### config.mk
export PLATFORM = sky130hd
export DESIGN_NAME = pipelined_adder_flat
export DESIGN_NICKNAME = d
export VERILOG_FILES = /design/src/rtl/pipelined_adder_if.sv /design/src/rtl/pipelined_adder.sv /design/src/flat_wrapper.sv
export SDC_FILE = /design/constraint.sdc
export NUM_CORES = 1
export LEC_CHECK = 0
export CAP_MARGIN = 20
export CORE_UTILIZATION = 45
export DETAILED_ROUTE_END_ITERATION = 8
export PLACE_DENSITY = 0.69
export SLEW_MARGIN = 5
export SYNTH_ARGS = -nofsm -noshare
export SYNTH_HDL_FRONTEND = slang
export SYNTH_SLANG_ARGS = --single-unit
### constraint.sdc
create_clock -name clk -period 2.2 [get_ports clk]
set_input_delay 0.44 -clock clk [delete_from_list [all_inputs] [get_ports clk]]
set_output_delay 0.44 -clock clk [all_outputs]
set_load 0.01 [all_outputs]
### src/rtl/pipelined_adder_if.sv
// Operand/result bus of the pipelined adder. The master drives the operands and
// enable; the slave (the adder) returns the registered sum.
interface pipelined_adder_if #(
  parameter int WIDTH = 32
);
  // enable is the only flow control: every register advances on an edge with
  // enable=1 and holds otherwise. i_valid / o_valid only tag beats and do not
  // throttle anything (no back-pressure).
  logic             enable;
  logic             i_valid;
  logic [WIDTH-1:0] i_a;
  logic [WIDTH-1:0] i_b;
  logic             i_cin;
  logic [WIDTH-1:0] o_s;
  logic             o_cout;
  logic             o_valid;

  modport master (
    output enable, i_valid, i_a, i_b, i_cin,
    input  o_s, o_cout, o_valid
  );

  modport slave (
    input  enable, i_valid, i_a, i_b, i_cin,
    output o_s, o_cout, o_valid
  );
endinterface

### src/rtl/pipelined_adder.sv
// WIDTH-bit adder with the carry chain cut into STAGES equal chunks. Operands are
// skewed in, partial sums deskewed out; one addition per enabled clock.
module pipelined_adder #(
  parameter int WIDTH  = 32,
  parameter int STAGES = 4
) (
  input  logic              clk,
  input  logic              reset,
  pipelined_adder_if.slave  bus
);
  localparam int C = WIDTH / STAGES;

  if (STAGES < 1 || STAGES > 8 || (WIDTH % STAGES) != 0) begin : g_bad_params
    $error("pipelined_adder: illegal WIDTH/STAGES combination");
  end

  logic [STAGES-1:0] carry_w;
  logic [WIDTH-1:0]  sum_w;
  logic [STAGES-1:0] vld_q;

  for (genvar k = 0; k < STAGES; k++) begin : g_stage
    localparam int D = STAGES - 1 - k;

    logic [C-1:0] a_in;
    logic [C-1:0] b_in;
    logic         c_in;
    logic [C:0]   sum_d;
    logic [C-1:0] psum_q;
    logic         cout_q;

    if (k == 0) begin : g_direct
      assign a_in = bus.i_a[C-1:0];
      assign b_in = bus.i_b[C-1:0];
      assign c_in = bus.i_cin;
    end else begin : g_skew
      // Chunk k waits k levels so it meets the carry produced by chunk k-1.
      logic [k-1:0][C-1:0] a_sk_q;
      logic [k-1:0][C-1:0] b_sk_q;

      always_ff @(posedge clk or negedge reset) begin
        if (!reset) begin
          a_sk_q <= '0;
          b_sk_q <= '0;
        end else if (bus.enable) begin
          a_sk_q[0] <= bus.i_a[k*C +: C];
          b_sk_q[0] <= bus.i_b[k*C +: C];
          for (int j = 1; j < k; j++) begin
            a_sk_q[j] <= a_sk_q[j-1];
            b_sk_q[j] <= b_sk_q[j-1];
          end
        end
      end

      assign a_in = a_sk_q[k-1];
      assign b_in = b_sk_q[k-1];
      assign c_in = carry_w[k-1];
    end

    assign sum_d = {1'b0, a_in} + {1'b0, b_in} + {{C{1'b0}}, c_in};

    always_ff @(posedge clk or negedge reset) begin
      if (!reset) begin
        psum_q <= '0;
        cout_q <= 1'b0;
      end else if (bus.enable) begin
        psum_q <= sum_d[C-1:0];
        cout_q <= sum_d[C];
      end
    end

    assign carry_w[k] = cout_q;

    if (D == 0) begin : g_no_deskew
      assign sum_w[k*C +: C] = psum_q;
    end else begin : g_deskew
      // Early chunks wait for the last chunk so the whole sum leaves together.
      logic [D-1:0][C-1:0] ds_q;

      always_ff @(posedge clk or negedge reset) begin
        if (!reset) begin
          ds_q <= '0;
        end else if (bus.enable) begin
          ds_q[0] <= psum_q;
          for (int j = 1; j < D; j++) begin
            ds_q[j] <= ds_q[j-1];
          end
        end
      end

      assign sum_w[k*C +: C] = ds_q[D-1];
    end
  end

  always_ff @(posedge clk or negedge reset) begin
    if (!reset) begin
      vld_q <= '0;
    end else if (bus.enable) begin
      vld_q[0] <= bus.i_valid;
      for (int j = 1; j < STAGES; j++) begin
        vld_q[j] <= vld_q[j-1];
      end
    end
  end

  assign bus.o_s     = sum_w;
  assign bus.o_cout  = carry_w[STAGES-1];
  assign bus.o_valid = vld_q[STAGES-1];
endmodule

### src/flat_wrapper.sv
// flat-port wrapper written by rule: the top's interface ports become plain ports
module pipelined_adder_flat 
#(
  parameter int WIDTH  = 32,
  parameter int STAGES = 4
)
  (clk, reset, bus_enable, bus_i_valid, bus_i_a, bus_i_b, bus_i_cin, bus_o_s, bus_o_cout, bus_o_valid);
  pipelined_adder_if #(.WIDTH(WIDTH)) bus_i ();
  input  logic clk;
  input  logic reset;
  input wire logic [$bits(bus_i.enable)-1:0] bus_enable;
  input wire logic [$bits(bus_i.i_valid)-1:0] bus_i_valid;
  input wire logic [$bits(bus_i.i_a)-1:0] bus_i_a;
  input wire logic [$bits(bus_i.i_b)-1:0] bus_i_b;
  input wire logic [$bits(bus_i.i_cin)-1:0] bus_i_cin;
  output wire logic [$bits(bus_i.o_s)-1:0] bus_o_s;
  output wire logic [$bits(bus_i.o_cout)-1:0] bus_o_cout;
  output wire logic [$bits(bus_i.o_valid)-1:0] bus_o_valid;
  assign bus_i.enable = bus_enable;
  assign bus_i.i_valid = bus_i_valid;
  assign bus_i.i_a = bus_i_a;
  assign bus_i.i_b = bus_i_b;
  assign bus_i.i_cin = bus_i_cin;
  assign bus_o_s = bus_i.o_s;
  assign bus_o_cout = bus_i.o_cout;
  assign bus_o_valid = bus_i.o_valid;
  pipelined_adder #(.WIDTH(WIDTH), .STAGES(STAGES)) u_core (.clk(clk), .reset(reset), .bus(bus_i));
endmodule
Word level (Yosys, flattened, before mapping)
Cells that the tools add are included.
Widths: inputs -> output; s select.
- register bits after elaboration: 184
- latch bits: 0
- RAM bits: 0
- memory bits (read-only): 0
- bits of input ports: 69
- output and inout bits: 34
- logic and storage cells: 35
- memories kept: 0
- add/sub/neg operators: 8
- $mul: 0
- div/mod/pow operators: 0
- magnitude comparators: 0
- eq/ne operators: 0
- shift operators: 0
- multiplexer cells: 0
- bitwise operators: 0
- reduce and logical (&&, ||, !) cells: 0
- operator list (cell ; count):
    $add 8x8->9 ; 4
    $add 9x1->9 ; 4

Longest topological paths before layout
- word-level depth: 2
- gate-level depth with buffers: 6
- gate-level depth less buffers: 6

Worst setup path after synthesis
Ideal clock, no wire load.
- path kind: register to register
- start point: register u_core.g_stage[2].g_skew.b_sk_q, in the netlist u_core.g_stage[2].b_in[0]
- end point: register u_core.g_stage[2].psum_q[6]
- library setup time: 0.131 ns
- data arrival time: 2.132 ns
- data required time: 2.069 ns
- path slack: -0.063 ns
- cell stages (with the launch flop): 7
- buffers on the path: 0
- period minus slack after synthesis: 2.263 ns
- cells stage by stage: dfrtp_1 -> fa_1 -> fa_1 -> a211oi_2 -> o21bai_1 -> and4b_1 -> or3_1
- word-level cells in the longest chain between the ends: 2
- ends and longest elaborated chain (item ; RTL line ; RTL):
    from (decl) ; pipelined_adder.sv:38 ; logic [k-1:0][C-1:0] b_sk_q;
    from (signal, indexed assignment) ; pipelined_adder.sv:49 ; b_sk_q[j] <= b_sk_q[j-1];
    $add 8x8->9 ; pipelined_adder.sv:59 ; assign sum_d = {1'b0, a_in} + {1'b0, b_in} + {{C{1'b0}}, c_in};
    $add 9x1->9 ; pipelined_adder.sv:59 ;
    to (signal assigned) ; pipelined_adder.sv:66 ; psum_q <= sum_d[C-1:0];
    to (decl) ; pipelined_adder.sv:28 ; logic [C-1:0] psum_q;
No other way between the ends.
A chain may end at the register's enable or synchronous reset.

Final worst setup path
- start point: register u_core.g_stage[1].g_skew.b_sk_q, in the netlist u_core.g_stage[1].b_in[0]
- end point: register u_core.g_stage[1].psum_q[6]
- word-level cells in the longest chain between the ends: 2
- ends and longest elaborated chain (item ; RTL line):
    from (decl) ; pipelined_adder.sv:38
    from (signal, indexed assignment) ; pipelined_adder.sv:49
    $add 8x8->9 ; pipelined_adder.sv:59
    $add 9x1->9 ; pipelined_adder.sv:59
    to (signal assigned) ; pipelined_adder.sv:66
    to (decl) ; pipelined_adder.sv:28
No other way between the ends.

==> impl_results.md <==
* Final #Nets at 833
* Predominant post-synthesis flop cell: dfrtp_1
* Ant diodes at 0
* Syn Area/Cell at 13.38 µm²
* Crit path capture type: flop
* Ports at 103
* All-Layer GR Usage at 0.1730
* Via count at 5,157
* Flop-to-flop setup slack at 20 ps
* Filler Cell Count at 1,443
* Slew @ Worst Pin at 631.6 ps
* GRT overflow at 0
* Later-pin clock latency in the skew report at 430 ps
* DR vias/cell at 5.316
* Estimated wirelength of the detail-placed design at 10,560 µm
* CTS H-tree lvls at 4
* EDFF count, synth at 0
* Starting density of the core at 0.4630
* WL final at 15,160 µm
* Core area at 18,090 µm²
* 1st-iter DRT viols at 287
* Clk root buf: clkbuf_16
* Die W at 138.4 µm
* CTS Sinks at 184
* Drt pass-1 iters at 8
* Synth top area share at 0.5498
* Period Utilization, post-route at 0.9892
* Initial antenna violation count at 0
* Synth Instances at 626
* Sequential share of the synthesized area at 0.5498
* Critical Path Fanout Max at 2
* Worst hold path class: input port to asynchronous set/reset pin
* Die area at 19,160 µm²
* CP max stage delay at 420 ps
* Vias in the first global route at 5,480
* Tmin final at 2176 ps
* Final Max Tran Viols at 0
* Most used cell along the critical path: fa_2
* Die height at 138.4 µm
* WHS at 501.2 ps
* Max Root-Sink Buffers at 2
* RSZ-0062 raised after global routing: true
* Antenna-violating nets left at 0
* Unique cell type count in the Yosys netlist at 32
* CP Data Required Time at 2500 ps
* Failing checks: DRC
* Clock-pin slew on the worst setup and hold paths at 70 ps
* Top cells by area, synth: dfrtp_1, mux2_2, ha_1
* Pwr dens at 1021 nW/µm²
* GPL Wtd Cong at 0.7968
* Status: finished with violations
* First-pass GRT wire length at 26,530 µm
* Buffers added on ports at 102
* TritonCTS Buffers at 17
* Largest net degree at the start of global routing at 79
* Net Count, Synth at 731
* Yosys warning count at 0
* Endpoints failing setup at 0
* Critical R2R Launch: u_core.g_stage[1].b_in[0]
* Kind of critical path: flop to flop
* Critical path, cell by cell: fa_2, fa_2, a211oi_2, o21bai_1, and4b_1, or3_1
* Worst reg2reg path depth at 6
* Post-route DRC at 16
* Fraction of layout cells with a size suffix above 1 at 0.3077
* Peak Freq at 0.4595 GHz
* Layout Skew at 9.322 ps
* Worst r2r dst: u_core.g_stage[1].psum_q[6]
* Final core occ at 0.5725
* CTS tree: done
* Worst path slowest cell: fa_2
* FFs w/ async S/R, synth at 1.000
* FP Rows at 49
* Slew HR at 0.5789
* P&R area growth vs syn at 23.64%
* Startpoint types: flop
* Hold Fails Final Rpt at 0
* Synth Register Bits at 184
* Area leader, netlist: dfrtp_1
* Critical Path AT at 2480 ps
* Post-Syn Area at 8374 µm²
* Max VDD drop at 0.7291 mV
* Max-capacitance violation count at 0
* Drt wl/cell at 15.63 µm
* Leak Pwr at 4.378 nW
[sequential cells by signal, summed over array words and instances (netlist names)]
| signal | count |
|---|---|
| u_core.g_stage.g_deskew.ds_q | 32 |
| u_core.vld_q | 4 |
| u_core.g_stage.g_skew.b_sk_q | 24 |
| u_core.g_stage.g_skew.a_sk_q | 24 |
| u_core.bus.o_s | 16 |
| u_core.g_stage.b_in | 24 |
| u_core.bus.o_cout | 1 |
| u_core.g_stage.cout_q | 3 |
| u_core.g_stage.psum_q | 32 |
| u_core.g_stage.a_in | 24 |
[layer usage]
layer / up-vias / track usage / part of all wire / routed length, µm
li1: 2452 / - / - / -
met1: 2586 / 0.2170 / 0.45 / 6807
met2: 103 / 0.2888 / 0.50 / 7516
met3: 16 / 0.04295 / 0.038 / 574
met4: 0 / 0.06623 / 0.017 / 259
met5: - / 0 / 0 / 0
[timing repair]
| action | CTS | global route |
|---|---|---|
| endpoints found under the hold margin | 39 | 0 |
| hold buffers | 1 | 0 |
| gates resized for setup | 2 | 4 |
| setup buffers | 0 | 1 |
| setup endpoints to repair | 2 | 8 |
| pin swaps | 1 | 3 |
[cells in the mapped netlist, types with 12 or more instances]
library cell and count:
dfrtp_1 184, nand2_1 14, o21ai_0 36, ha_1 28, inv_1 12, a21oi_1 26
a211oi_1 14, buf_2 24, nor2_1 18, buf_4 16, mux2_2 158
[worst max-delay path: cells and delay by family (launching register included)]
| kind | cells | cell delay [ps] |
|---|---|---|
| adder cells (fa/ha/maj) | 2 | 790 |
| AND/OR/NAND/NOR | 2 | 530 |
| flip-flops | 1 | 410 |
| AO/OA/AOI/OAI | 2 | 330 |
[where the power goes]
group | internal (W) | switching [W] | total (W) | leakage (nW)
Combinational | 0.00161 | 0.00114 | 0.00275 | 1.92
Clock | 0.00185 | 0.00136 | 0.00322 | 0.302
Sequential | 0.00416 | 0.000443 | 0.00460 | 2.15
[worst max path at each step]
stage | start | to | slack (ps)
after CTS | u_core.g_stage[1].cout_q | u_core.g_stage[2].psum_q[6] | -10
final | u_core.g_stage[1].b_in[0] | u_core.g_stage[1].psum_q[6] | 20
after floorplan | u_core.g_stage[2].b_in[0] | u_core.g_stage[2].psum_q[6] | -3
after global routing | u_core.g_stage[1].cout_q | u_core.g_stage[2].psum_q[6] | -110
after global placement | bus_i_cin | u_core.g_stage[0].cout_q | -350
after detailed placement | bus_i_cin | u_core.g_stage[0].cout_q | -400
[per-stage QoR]
| step | total power, W | cells | worst slack [ps] | area [µm²] | TNS, ps |
|---|---|---|---|---|---|
| 6_report | 0.01057 | 970 | 23.85 | 10350 | 0 |
| 5_1_grt | 0.01122 | 970 | -106.7 | 10350 | -156.7 |
| 4_1_cts | 0.01068 | 969 | -14.35 | 10330 | -14.35 |
| 3_5_place_dp | 0.007413 | 936 | -404.2 | 9692 | -1882 |
| 3_3_place_gp | 0.007308 | 936 | -349.9 | 9692 | -1263 |
| 2_1_floorplan | 0.006336 | 626 | -3.166 | 8379 | -3.166 |
[cell usage in the layout, fill, tap and decap left out, types with 3 or more instances in the layout]
| master | Yosys | routed |
|---|---|---|
| dfrtp_1 | 184 | 184 |
| mux2_2 | 158 | 158 |
| clkdlybuf4s50_1 | 0 | 100 |
| o21ai_0 | 36 | 35 |
| ha_1 | 28 | 28 |
| a21oi_1 | 26 | 26 |
| buf_4 | 16 | 20 |
| nor2_1 | 18 | 18 |
| clkbuf_16 | 0 | 17 |
| nand2_1 | 14 | 14 |
| inv_1 | 12 | 12 |
| a211oi_1 | 14 | 11 |
| mux2i_1 | 8 | 8 |
| nor2b_1 | 8 | 8 |
| o22ai_1 | 8 | 8 |
| a21o_1 | 7 | 7 |
| nand3b_1 | 6 | 6 |
| nand4b_1 | 6 | 6 |
| o211ai_1 | 6 | 6 |
| buf_12 | 0 | 6 |
| a211oi_2 | 2 | 5 |
| inv_6 | 0 | 5 |
| o21bai_1 | 4 | 4 |
| xor2_1 | 4 | 4 |
| xnor2_1 | 4 | 4 |
| nand3_1 | 4 | 4 |
| o32ai_1 | 4 | 4 |
| nor3b_1 | 4 | 4 |
| fa_1 | 8 | 4 |
| fa_2 | 0 | 4 |
| bufinv_16 | 0 | 3 |
[cells by family after synthesis]
group	share of synthesized area
flops	0.5498
simple gates	0.04303
mux	0.2220
fa+ha+maj	0.06096
xor+xnor	0.008366
buf+inv	0.03676
compound gates	0.07904
[area by class of cell]
type,instances,area (µm²),share of cell area
clock buffers,18,439.2,0.04242
flip-flops and latches,184,4604,0.4447
well taps,229,286.5,0.02767
multi-input cells,384,3487,0.3368
repair buffers,129,1306,0.1262
inverters,12,45.04,0.004350
clock inverters,14,185.2,0.01789
Note: power is estimated with default switching activity, not from simulation.
